<file path="src/rtl/lfsr9_source.sv">
// lfsr9_source: pseudo-random operand source for the 9-bit carry adder.
// A 9-bit Fibonacci LFSR (x^9 + x^5 + 1, period 511) advanced once every
// DIV enabled clock cycles, with seed loading and all-zero lockup recovery.
//
// Ports:
//   clk        : system clock, rising edge
//   reset_n    : asynchronous active-low reset
//   enable     : high = divider counts and LFSR steps; low = hold
//   seed_load  : synchronous seed load (pulse or level), beats enable
//   seed       : seed value (zero maps to SEED_DEFAULT)
//   rand_out   : current LFSR state, registered
//   rand_valid : one-cycle strobe with each newly stepped value
//   wrap       : (LFSR_WRAP_FLAG_EN only) pulses with rand_valid on the
//                511th step since reset / seed load
//
// Optional feature macro: LFSR_WRAP_FLAG_EN
module lfsr9_source #(
  parameter int unsigned DIV          = 50,
  parameter logic [8:0]  SEED_DEFAULT = 9'h001
) (
  input  logic       clk,
  input  logic       reset_n,
  input  logic       enable,
  input  logic       seed_load,
  input  logic [8:0] seed,
  output logic [8:0] rand_out,
  output logic       rand_valid
`ifdef LFSR_WRAP_FLAG_EN
  ,
  output logic       wrap
`endif
);

  localparam int unsigned       SW      = 9;
  localparam int unsigned       CW      = $clog2(DIV + 1);
  localparam logic [CW-1:0]     TERM    = CW'(DIV - 1);
  localparam logic [SW-1:0]     WRAP_AT = SW'(510);

  logic [SW-1:0] state_q, state_d;
  logic [CW-1:0] count_q, count_d;
  logic          valid_q, valid_d;
  logic          step_c;

  // Next-state: seed load > lockup recovery > divider/step.
  always_comb begin
    state_d = state_q;
    count_d = count_q;
    valid_d = 1'b0;
    step_c  = 1'b0;
    if (seed_load) begin
      state_d = (seed == '0) ? SEED_DEFAULT : seed;
      count_d = '0;
    end else if (state_q == '0) begin
      state_d = SEED_DEFAULT;
      count_d = '0;
    end else if (enable) begin
      if (count_q == TERM) begin
        count_d = '0;
        state_d = {state_q[SW-2:0], state_q[8] ^ state_q[4]};
        valid_d = 1'b1;
        step_c  = 1'b1;
      end else begin
        count_d = count_q + CW'(1);
      end
    end
  end

  // State registers.
  always_ff @(posedge clk or negedge reset_n) begin
    if (!reset_n) begin
      state_q <= SEED_DEFAULT;
      count_q <= '0;
      valid_q <= 1'b0;
    end else begin
      state_q <= state_d;
      count_q <= count_d;
      valid_q <= valid_d;
    end
  end

  assign rand_out   = state_q;
  assign rand_valid = valid_q;

`ifdef LFSR_WRAP_FLAG_EN
  logic [SW-1:0] steps_q, steps_d;
  logic          wrap_q, wrap_d;

  // Step counter: flags the step that brings the state back to its start.
  always_comb begin
    steps_d = steps_q;
    wrap_d  = 1'b0;
    if (seed_load) begin
      steps_d = '0;
    end else if (step_c) begin
      if (steps_q == WRAP_AT) begin
        steps_d = '0;
        wrap_d  = 1'b1;
      end else begin
        steps_d = steps_q + SW'(1);
      end
    end
  end

  always_ff @(posedge clk or negedge reset_n) begin
    if (!reset_n) begin
      steps_q <= '0;
      wrap_q  <= 1'b0;
    end else begin
      steps_q <= steps_d;
      wrap_q  <= wrap_d;
    end
  end

  assign wrap = wrap_q;
`endif

endmodule

</file>
<file path="config.mk">
export PLATFORM = sky130hd
export DESIGN_NAME = lfsr9_source
export DESIGN_NICKNAME = d
export VERILOG_FILES = /design/src/rtl/lfsr9_source.sv
export SDC_FILE = /design/constraint.sdc
export NUM_CORES = 1
export LEC_CHECK = 0
export ABC_CLOCK_PERIOD_IN_PS = 4200
export CAP_MARGIN = 10
export CORE_ASPECT_RATIO = 0.75
export CORE_MARGIN = 1.5
export CORE_UTILIZATION = 45
export DETAILED_ROUTE_END_ITERATION = 16
export HOLD_SLACK_MARGIN = 0.05
export PLACE_DENSITY = 0.79
export SKIP_CTS_REPAIR_TIMING = 1
export SLEW_MARGIN = 30
export SYNTH_ARGS = -nofsm -noshare
export SYNTH_HDL_FRONTEND = slang
export SYNTH_SLANG_ARGS = --single-unit
</file>
<file path="constraint.sdc">
create_clock -name clk -period 4.2 [get_ports clk]
set_input_delay 0.63 -clock clk [delete_from_list [all_inputs] [get_ports clk]]
set_output_delay 0.63 -clock clk [all_outputs]
set_load 0.02 [all_outputs]
</file>
==> results.json, run 1 <==
{
  "worstHoldEndpoint": "rand_out[3]",
  "grt_max_degree": 18,
  "min_from": "rand_out[3]",
  "clock_path_buffers": 2,
  "cap_violations": 0,
  "grt_first_pass_wirelength_mm": 3.291,
  "p_seq_share_pct": 50.4,
  "post-synth-top-area-fraction_pct": 39.53,
  "cp.required_ps": 4360,
  "powerDensity_nw_per_um2": 290.5,
  "die_h_um": 42.79,
  "grtUsageMet1_pct": 24.08,
  "setup_viol": 0,
  "grt_pass1_vias": 728,
  "fin_hold_ws_ps": 558.6,
  "cts_tree": "done",
  "maxSlewViolCount": 0,
  "synth_fp_nets": 100,
  "cts.clk_slew.worst_paths_ps": 80,
  "synth_top_area_cell": "dfrtp_1",
  "finalHoldViolations": 0,
  "synth_most_common_cell": "dfrtp_1",
  "p_sw_uw": 89.66,
  "synth_area_leaders": "dfrtp_1, o311a_1, or2b_2, o21a_1, dfstp_2",
  "post-route-util_pct": 60.09,
  "nNetsFinal": 123,
  "gp_congestion": 0.8412,
  "syn-cell-area_um2": 949.7,
  "holdPathStages": 1,
  "first_pass_iters": 4,
  "criticalPathCategory": "in2reg",
  "overflow": 0,
  "fp-row-count": 14,
  "core-area_um2": 1997,
  "syn_inst": 85,
  "vdd_ir_drop_max_v": 0.0001848,
  "rr_startpoint": "rand_out[5]",
  "cp-start-kind": "input port",
  "routed_wirelength_mm": 1.890,
  "p_comb_share_pct": 21.7,
  "synth_edf_count": 0,
  "wire_per_inst_um": 14.43,
  "cts.sinks": 16,
  "syn_to_final_growth_pct": 26.35,
  "slew_headroom_pct": 54.60,
  "port_buffers": 22,
  "r2r_setup_slack_ps": 1990,
  "clk_latency_ps": 280,
  "antenna_left": 0,
  "synth_flop_cell": "dfrtp_1",
  "drc_errors": 0,
  "fin_skew_ps": 5.449,
  "top_usage_layer": "met2",
  "p_clk_share_pct": 27.9,
  "grt_use_met2_pct": 28.24,
  "rsz0062_at_grt": "false",
  "final.min_clock_period_ps": 2286,
  "netlist_top_cells_count": "dfrtp_1, o21a_1, o311a_1, or2b_2, nor2_1",
  "tns_ps": 0,
  "io_pins": 23,
  "crit_arrival_ps": 2450,
  "rr_endpoint": "rand_out[8]",
  "die_w_um": 56.05,
  "seq_area_frac_synth_pct": 42.29,
  "die_area_um2": 2398,
  "status": "finished clean",
  "internal_power_uw": 258.9,
  "n_fill_cell": 167,
  "cts_max_level": 1,
  "ys_ff_latch": 16,
  "worst_slew_pin_slew_ps": 678.9,
  "first_iter_violations": 12,
  "switching_share_pct": 25.72,
  "crit_path_end_kind": "flop",
  "grt_use_met3_pct": 6.098,
  "initial_core_util_pct": 47.56,
  "syn_avg_cell_area_um2": 11.17,
  "crit_fanout": 17,
  "grt_usage_pct": 17.78,
  "vias": 751,
  "post-route-period-util_pct": 54.44,
  "reg2regPathDepth": 4,
  "grt_antenna_before_repair": 0,
  "max_freq_mhz": 437.4,
  "min_path_type": "reg2reg",
  "synth_cell_types": 33,
  "drive_gt1_share_pct": 17.76,
  "cts-root-buf": "clkbuf_4",
  "cts_buffers": 3,
  "yosysWarnings": 0,
  "antennaDiodeCount": 0,
  "p_leak_uw": 0.0004693,
  "async_flop_share_pct": 100.0,
  "viasPerCell": 5.733,
  "dpl.hpwl_mm": 1.509
}
## registers in the layout (all words and copies together), names as in the netlist
register	cells
rand_valid	1
rand_out	9
count_q	6
## layer usage
layer,share of wire [%],wire length [um],vias up
met5,0,0,-
met4,0,0,0
met3,5.1,97,0
met2,46,867,19
met1,49,924,368
li1,-,-,364
## area by class of cell
type	instances	area, um^2	share of cell area, %
Multi-Input combinational cell	63	504.2	42.02
Clock buffer	4	36.28	3.024
Timing Repair Buffer	22	220.2	18.35
Sequential cell	16	401.6	33.47
Inverter	2	7.507	0.6257
Tap cell	24	30.03	2.503
## critical path, cell delays in order
cell             delay, ps
clkdlybuf4s50_1        770
inv_1                  170
o31ai_4                140
nand2b_1               370
mux2_1                 360
## worst max-delay path by stage
stage	start	end	slack, ps	cells past startpoint
2_1_floorplan	rand_out[5]	rand_out[8]	2120	5
3_3_place_gp	seed_load	rand_out[8]	1740	5
3_5_place_dp	seed_load	rand_out[8]	1640	5
4_1_cts	seed_load	rand_out[8]	1940	5
5_1_grt	seed_load	rand_out[8]	1850	5
6_report	seed_load	rand_out[8]	1910	5
## kinds of logic (layout without fill, tap and decap cells)
logic type / Yosys count / in the layout / share of synthesized area [%]
buf+inv: 6 / 28 / 4.611
fa+ha+maj: 2 / 2 / 2.635
simple gates: 33 / 33 / 23.32
flops: 16 / 16 / 42.29
compound gates: 21 / 21 / 19.76
mux: 4 / 4 / 4.611
xor+xnor: 3 / 3 / 2.767
## cells in the final DEF (no fill, tap or decap), types with 2 or more instances in the layout
cell type        Yosys  final
nor2_1               5      5
a21oi_1              2      2
nand3_1              2      2
dfrtp_1             15     15
inv_1                2      2
ha_1                 2      2
nand2_1              4      4
mux2_2               2      2
clkbuf_4             0      3
or2b_2               7      7
or4_4                2      2
nand2b_1             3      3
o21a_1               7      7
xor2_1               3      3
clkdlybuf4s50_1      0     22
or4_1                2      2
nand3b_1             2      2
o311a_1              7      7
## power by group through the flow
stage | clock [uW] | combinational, uW | sequential, uW
5_1_grt | 113 | 81.9 | 177
3_5_place_dp | 0 | 76.2 | 179
6_report | 97.3 | 75.7 | 176
4_1_cts | 101 | 76.3 | 176
2_1_floorplan | 0 | 29.5 | 187
3_3_place_gp | 0 | 75.5 | 178
## through the flow
step / worst slack, ps / std cells / cell area, um^2 / total power [uW]
floorplan: 2125 / 85 / 949.7 / 216.5
global placement: 1737 / 127 / 1164 / 253.9
detailed placement: 1643 / 127 / 1164 / 254.9
CTS: 1942 / 131 / 1200 / 352.6
global route: 1847 / 131 / 1200 / 372.0
finish: 1914 / 131 / 1200 / 348.6
Power figures use the tool's default switching activity.
==> run 2, diff against run 1 <==
--- a/config.mk
+++ b/config.mk
@@ -5,11 +5,11 @@
 export SDC_FILE = /design/constraint.sdc
 export NUM_CORES = 1
 export LEC_CHECK = 0
-export ABC_CLOCK_PERIOD_IN_PS = 4200
+export ABC_CLOCK_PERIOD_IN_PS = 2000
 export CAP_MARGIN = 10
 export CORE_ASPECT_RATIO = 0.75
 export CORE_MARGIN = 1.5
-export CORE_UTILIZATION = 45
+export CORE_UTILIZATION = 43
 export DETAILED_ROUTE_END_ITERATION = 16
 export HOLD_SLACK_MARGIN = 0.05
 export PLACE_DENSITY = 0.79
==> constraint.sdc (replaced) <==
create_clock -name clk -period 2 [get_ports clk]
set_input_delay 0.3 -clock clk [delete_from_list [all_inputs] [get_ports clk]]
set_output_delay 0.3 -clock clk [all_outputs]
set_load 0.02 [all_outputs]
==> run 2 against run 1 <==
First-iteration DRC count is 50% higher. Critical path depth is 1 lower. Sequential power is 110% higher. Combinational power is 120% higher. Flip-flop and latch count stayed put.
==> results.json, run 2 (synthesis results as in run 1) <==
{
  "max_freq_mhz": 519.4,
  "post-route-period-util_pct": 96.26,
  "p_leak_uw": 0.0004920,
  "die_area_um2": 2502,
  "clk_latency_ps": 290,
  "antenna_left": 0,
  "fin_skew_ps": 0.6438,
  "nNetsFinal": 128,
  "die_w_um": 57.27,
  "powerDensity_nw_per_um2": 601.8,
  "finalHoldViolations": 0,
  "routed_wirelength_mm": 2.088,
  "cts.sinks": 16,
  "final_common_cell": "clkdlybuf4s50_1",
  "worst_slew_pin_slew_ps": 304.1,
  "fp-row-count": 14,
  "first_iter_violations": 18,
  "slew_headroom_pct": 79.43,
  "rr_endpoint": "rand_out[7]",
  "first_pass_iters": 4,
  "die_h_um": 43.70,
  "rr_startpoint": "rand_out[5]",
  "cap_violations": 0,
  "port_buffers": 22,
  "clock_path_buffers": 2,
  "grt_usage_pct": 19.29,
  "rsz0062_at_grt": "false",
  "grt_pass1_vias": 798,
  "layout_common_cells": "clkdlybuf4s50_1, dfrtp_1, or2b_2, o311a_1, o21a_1",
  "cp-start-kind": "flop",
  "antennaDiodeCount": 0,
  "tns_ps": 0,
  "cts_max_level": 1,
  "drc_errors": 0,
  "overflow": 0,
  "crit_fanout": 7,
  "io_pins": 23,
  "wire_per_inst_um": 15.35,
  "vdd_ir_drop_max_v": 0.0005089,
  "cts_buffers": 3,
  "min_path_type": "in2async",
  "syn_to_final_growth_pct": 31.23,
  "n_fill_cell": 167,
  "vias": 782,
  "drive_gt1_share_pct": 24.11,
  "grt_antenna_before_repair": 0,
  "cts_tree": "done",
  "cp.required_ps": 2180,
  "viasPerCell": 5.750,
  "initial_core_util_pct": 46.34,
  "core-area_um2": 2049,
  "largest_reg_flops": 9,
  "crit_arrival_ps": 2110,
  "maxSlewViolCount": 0,
  "crit_path_end_kind": "flop",
  "final.min_clock_period_ps": 1925,
  "setup_viol": 0,
  "r2r_setup_slack_ps": 70,
  "criticalPathCategory": "reg2reg",
  "reg2regPathDepth": 4,
  "post-route-util_pct": 60.81,
  "cts.clk_slew.worst_paths_ps": 90,
  "grt_max_degree": 17,
  "status": "finished clean",
  "cts-root-buf": "clkbuf_4",
  "grt_first_pass_wirelength_mm": 3.629,
  "fin_hold_ws_ps": 324.7,
  "gp_congestion": 0.8249,
  "dpl.hpwl_mm": 1.557
}
[run 2: changes by cell type in the layout (fill, tap and decap cells not counted)]
| cell | delta |
|---|---|
| nor4bb_2 | +1 |
| dfrtp_1 | -2 |
| buf_4 | +5 |
| nor4bb_1 | -1 |
| dfrtp_2 | +2 |
[run 2: power by group]
part           switching [uW]  internal, uW  total, uW
logic                    73.0          93.9        167
registers                25.4           346        372
clock network             101           111        212
[run 2: routing by layer]
metal	GRT usage, %	share of wire, %	up-vias	wire [um]
met5	0	0	-	0
met4	7.442	0.57	0	12
met3	5.970	3.4	2	71
met2	28.97	47	13	972
met1	26.43	49	391	1032
li1	-	-	376	-
[run 2: worst max-delay path, stage by stage (launching register included)]
cell and delay, ps:
dfrtp_2 440, or4_4 560, or4_4 560, o311a_1 150, o21a_1 110
[run 2: cell type report]
| cell class | count | area (um^2) | area share (%) |
|---|---|---|---|
| multi-input combinational | 63 | 510.5 | 40.96 |
| sequential | 16 | 404.1 | 32.43 |
| timing repair buffer | 27 | 257.7 | 20.68 |
| clock buffer | 4 | 36.28 | 2.912 |
| tap | 24 | 30.03 | 2.410 |
| inverter | 2 | 7.507 | 0.6024 |
[run 2: worst max-delay path by stage]
| stage | endpoint | cells after the start | from | slack (ps) |
|---|---|---|---|---|
| after floorplan | rand_out[8] | 5 | rand_out[5] | -6 |
| after global placement | rand_out[7] | 4 | rand_out[5] | 120 |
| after detailed placement | rand_out[5] | 4 | rand_out[5] | 100 |
| after CTS | rand_out[7] | 4 | rand_out[5] | 80 |
| after global routing | rand_out[8] | 6 | count_q[1] | 30 |
| final | rand_out[7] | 4 | rand_out[5] | 70 |
[run 2: per-stage QoR]
| step | total power, uW | instances | area, um^2 | setup WS [ps] |
|---|---|---|---|---|
| after floorplan | 455.5 | 85 | 952.2 | -6.105 |
| after global placement | 541.1 | 132 | 1204 | 124.3 |
| after detailed placement | 544.7 | 132 | 1204 | 95.61 |
| after CTS | 758.3 | 136 | 1240 | 82.23 |
| after global routing | 793.2 | 136 | 1246 | 34.75 |
| final | 750.0 | 136 | 1246 | 74.81 |
==> run 3, diff against run 2 <==
--- a/config.mk
+++ b/config.mk
@@ -13,6 +13,7 @@
 export DETAILED_ROUTE_END_ITERATION = 16
 export HOLD_SLACK_MARGIN = 0.05
 export PLACE_DENSITY = 0.79
+export RECOVER_POWER = 100
 export SKIP_CTS_REPAIR_TIMING = 1
 export SLEW_MARGIN = 30
 export SYNTH_ARGS = -nofsm -noshare
==> run 3 against run 2 <==
Flip-flop and latch count is the same. Register-to-register slack gained 30 ps. Via count grew 1.9%. First-iteration DRC count shrank 11%. Clock skew is essentially flat. Worst setup slack gained 32 ps. Sequential share of layout area grew 0.56 points. Critical path type unchanged.
==> results.json, run 3 (synthesis results as in run 1) <==
{
  "status": "finished clean",
  "power.total_uw": 740.3,
  "crit_fanout": 7,
  "drc_errors": 0,
  "first_pass_iters": 4,
  "multi_input_area_um2": 496.7,
  "cts_buffers": 3,
  "nNetsFinal": 128,
  "dpl_cell_area_um2": 1204,
  "finalHoldViolations": 0,
  "r2r_setup_slack_ps": 110,
  "worstPathCellList": "or4_4, or4_4, o311a_1, o21a_1",
  "grt_usage_pct": 19.29,
  "clock_path_buffers": 2,
  "post-route-period-util_pct": 94.64,
  "overflow": 0,
  "die_h_um": 43.70,
  "fin_skew_ps": 0.6756,
  "cts-root-buf": "clkbuf_4",
  "grt_first_pass_wirelength_mm": 3.629,
  "largest_reg_flops": 9,
  "final.min_clock_period_ps": 1893,
  "vias": 797,
  "vdd_ir_drop_max_v": 0.0005014,
  "min_path_type": "reg2reg",
  "gp_congestion": 0.8249,
  "wire_per_inst_um": 15.40,
  "initial_core_util_pct": 46.34,
  "slew_headroom_pct": 43.93,
  "rsz0062_at_grt": "false",
  "antenna_left": 0,
  "cp.required_ps": 2190,
  "grt_antenna_before_repair": 0,
  "max_freq_mhz": 528.3,
  "cts.sinks": 16,
  "fp-row-count": 14,
  "cts.clk_slew.worst_paths_ps": 90,
  "worst_slew_pin_slew_ps": 841.0,
  "crit_path_end_kind": "flop",
  "cpPeakStageDelay_ps": 550,
  "n_fill_cell": 174,
  "antennaDiodeCount": 0,
  "final.setup.worst_slack_ps": 107.2,
  "crit_family": "simple AND/OR/NAND/NOR gates",
  "cts_tree": "done",
  "first_iter_violations": 16,
  "p_leak_uw": 0.0004836,
  "io_pins": 23,
  "crit_arrival_ps": 2080,
  "routed_wirelength_mm": 2.095,
  "worst_path_most_repeated_cell": "or4_4",
  "cap_violations": 0,
  "die_w_um": 57.27,
  "seqCellArea_um2": 404.1,
  "core-area_um2": 2049,
  "post-route-util_pct": 59.77,
  "maxSlewViolCount": 0,
  "drive_gt1_share_pct": 21.43,
  "final_common_cell": "dfrtp_1",
  "cp-start-kind": "flop",
  "layout_common_cells": "dfrtp_1, clkdlybuf4s50_1, dlygate4sd3_1",
  "clk_latency_ps": 290,
  "setup_viol": 0,
  "stdcell_area_um2": 1225,
  "grt_max_degree": 17,
  "tns_ps": 0,
  "die_area_um2": 2502,
  "syn_to_final_growth_pct": 28.98,
  "criticalPathCategory": "reg2reg",
  "preCtsSetupSlack_ps": 95.61,
  "dpl.hpwl_mm": 1.557,
  "crit_slowest_cell": "or4_4",
  "viasPerCell": 5.860,
  "port_buffers": 22,
  "cts_max_level": 1,
  "powerDensity_nw_per_um2": 604.4,
  "grt_pass1_vias": 798,
  "path_buf_inv": 0
}
[run 3: changes by cell type in the layout (fill, tap and decap cells not counted)]
cell / previous run / this run
clkbuf_1: 0 / 2
buf_4: 5 / 3
clkdlybuf4s50_1: 22 / 11
o31ai_4: 1 / 0
o31ai_1: 0 / 1
dlygate4sd3_1: 0 / 11
[run 3: routing by layer]
layer / vias up / track usage (%) / wire, um
met5: - / 0 / 0
met4: 0 / 7.442 / 31
met3: 6 / 5.970 / 123
met2: 29 / 28.97 / 955
met1: 386 / 26.43 / 984
li1: 376 / - / -
[run 3: power breakdown]
part / leakage [uW] / switching (uW) / internal, uW / total (uW)
combinational: 0.000268 / 71.1 / 84.3 / 155
sequential: 0.000195 / 24.4 / 346 / 371
clock: 0.0000210 / 103 / 111 / 214
[run 3: through the flow]
stage,cells,hold WS (ps)
after floorplan,85,4.409
after global placement,132,522.4
after detailed placement,132,528.2
after CTS,136,327.9
after global routing,136,580.4
final,136,545.2
[run 3: path summary, 6_finish.rpt]
| path | start | end | cells after the start |
|---|---|---|---|
| max | rand_out[5] | rand_out[7] | 4 |
| min | rand_out[3] | rand_out[3] | 1 |
| max reg2reg | rand_out[5] | rand_out[7] | 4 |
| min reg2reg | rand_out[3] | rand_out[3] | 1 |
| max in group asynchronous | reset_n | rand_out[7] | 2 |
| min in group asynchronous | reset_n | rand_out[4] | 2 |
[run 3: layout make-up]
cell class,count,share of cell area [%]
flip-flops and latches,16,32.99
inverters,2,0.6129
multi-input cells,63,40.55
well taps,24,2.451
repair buffers,27,20.43
clock buffers,4,2.962
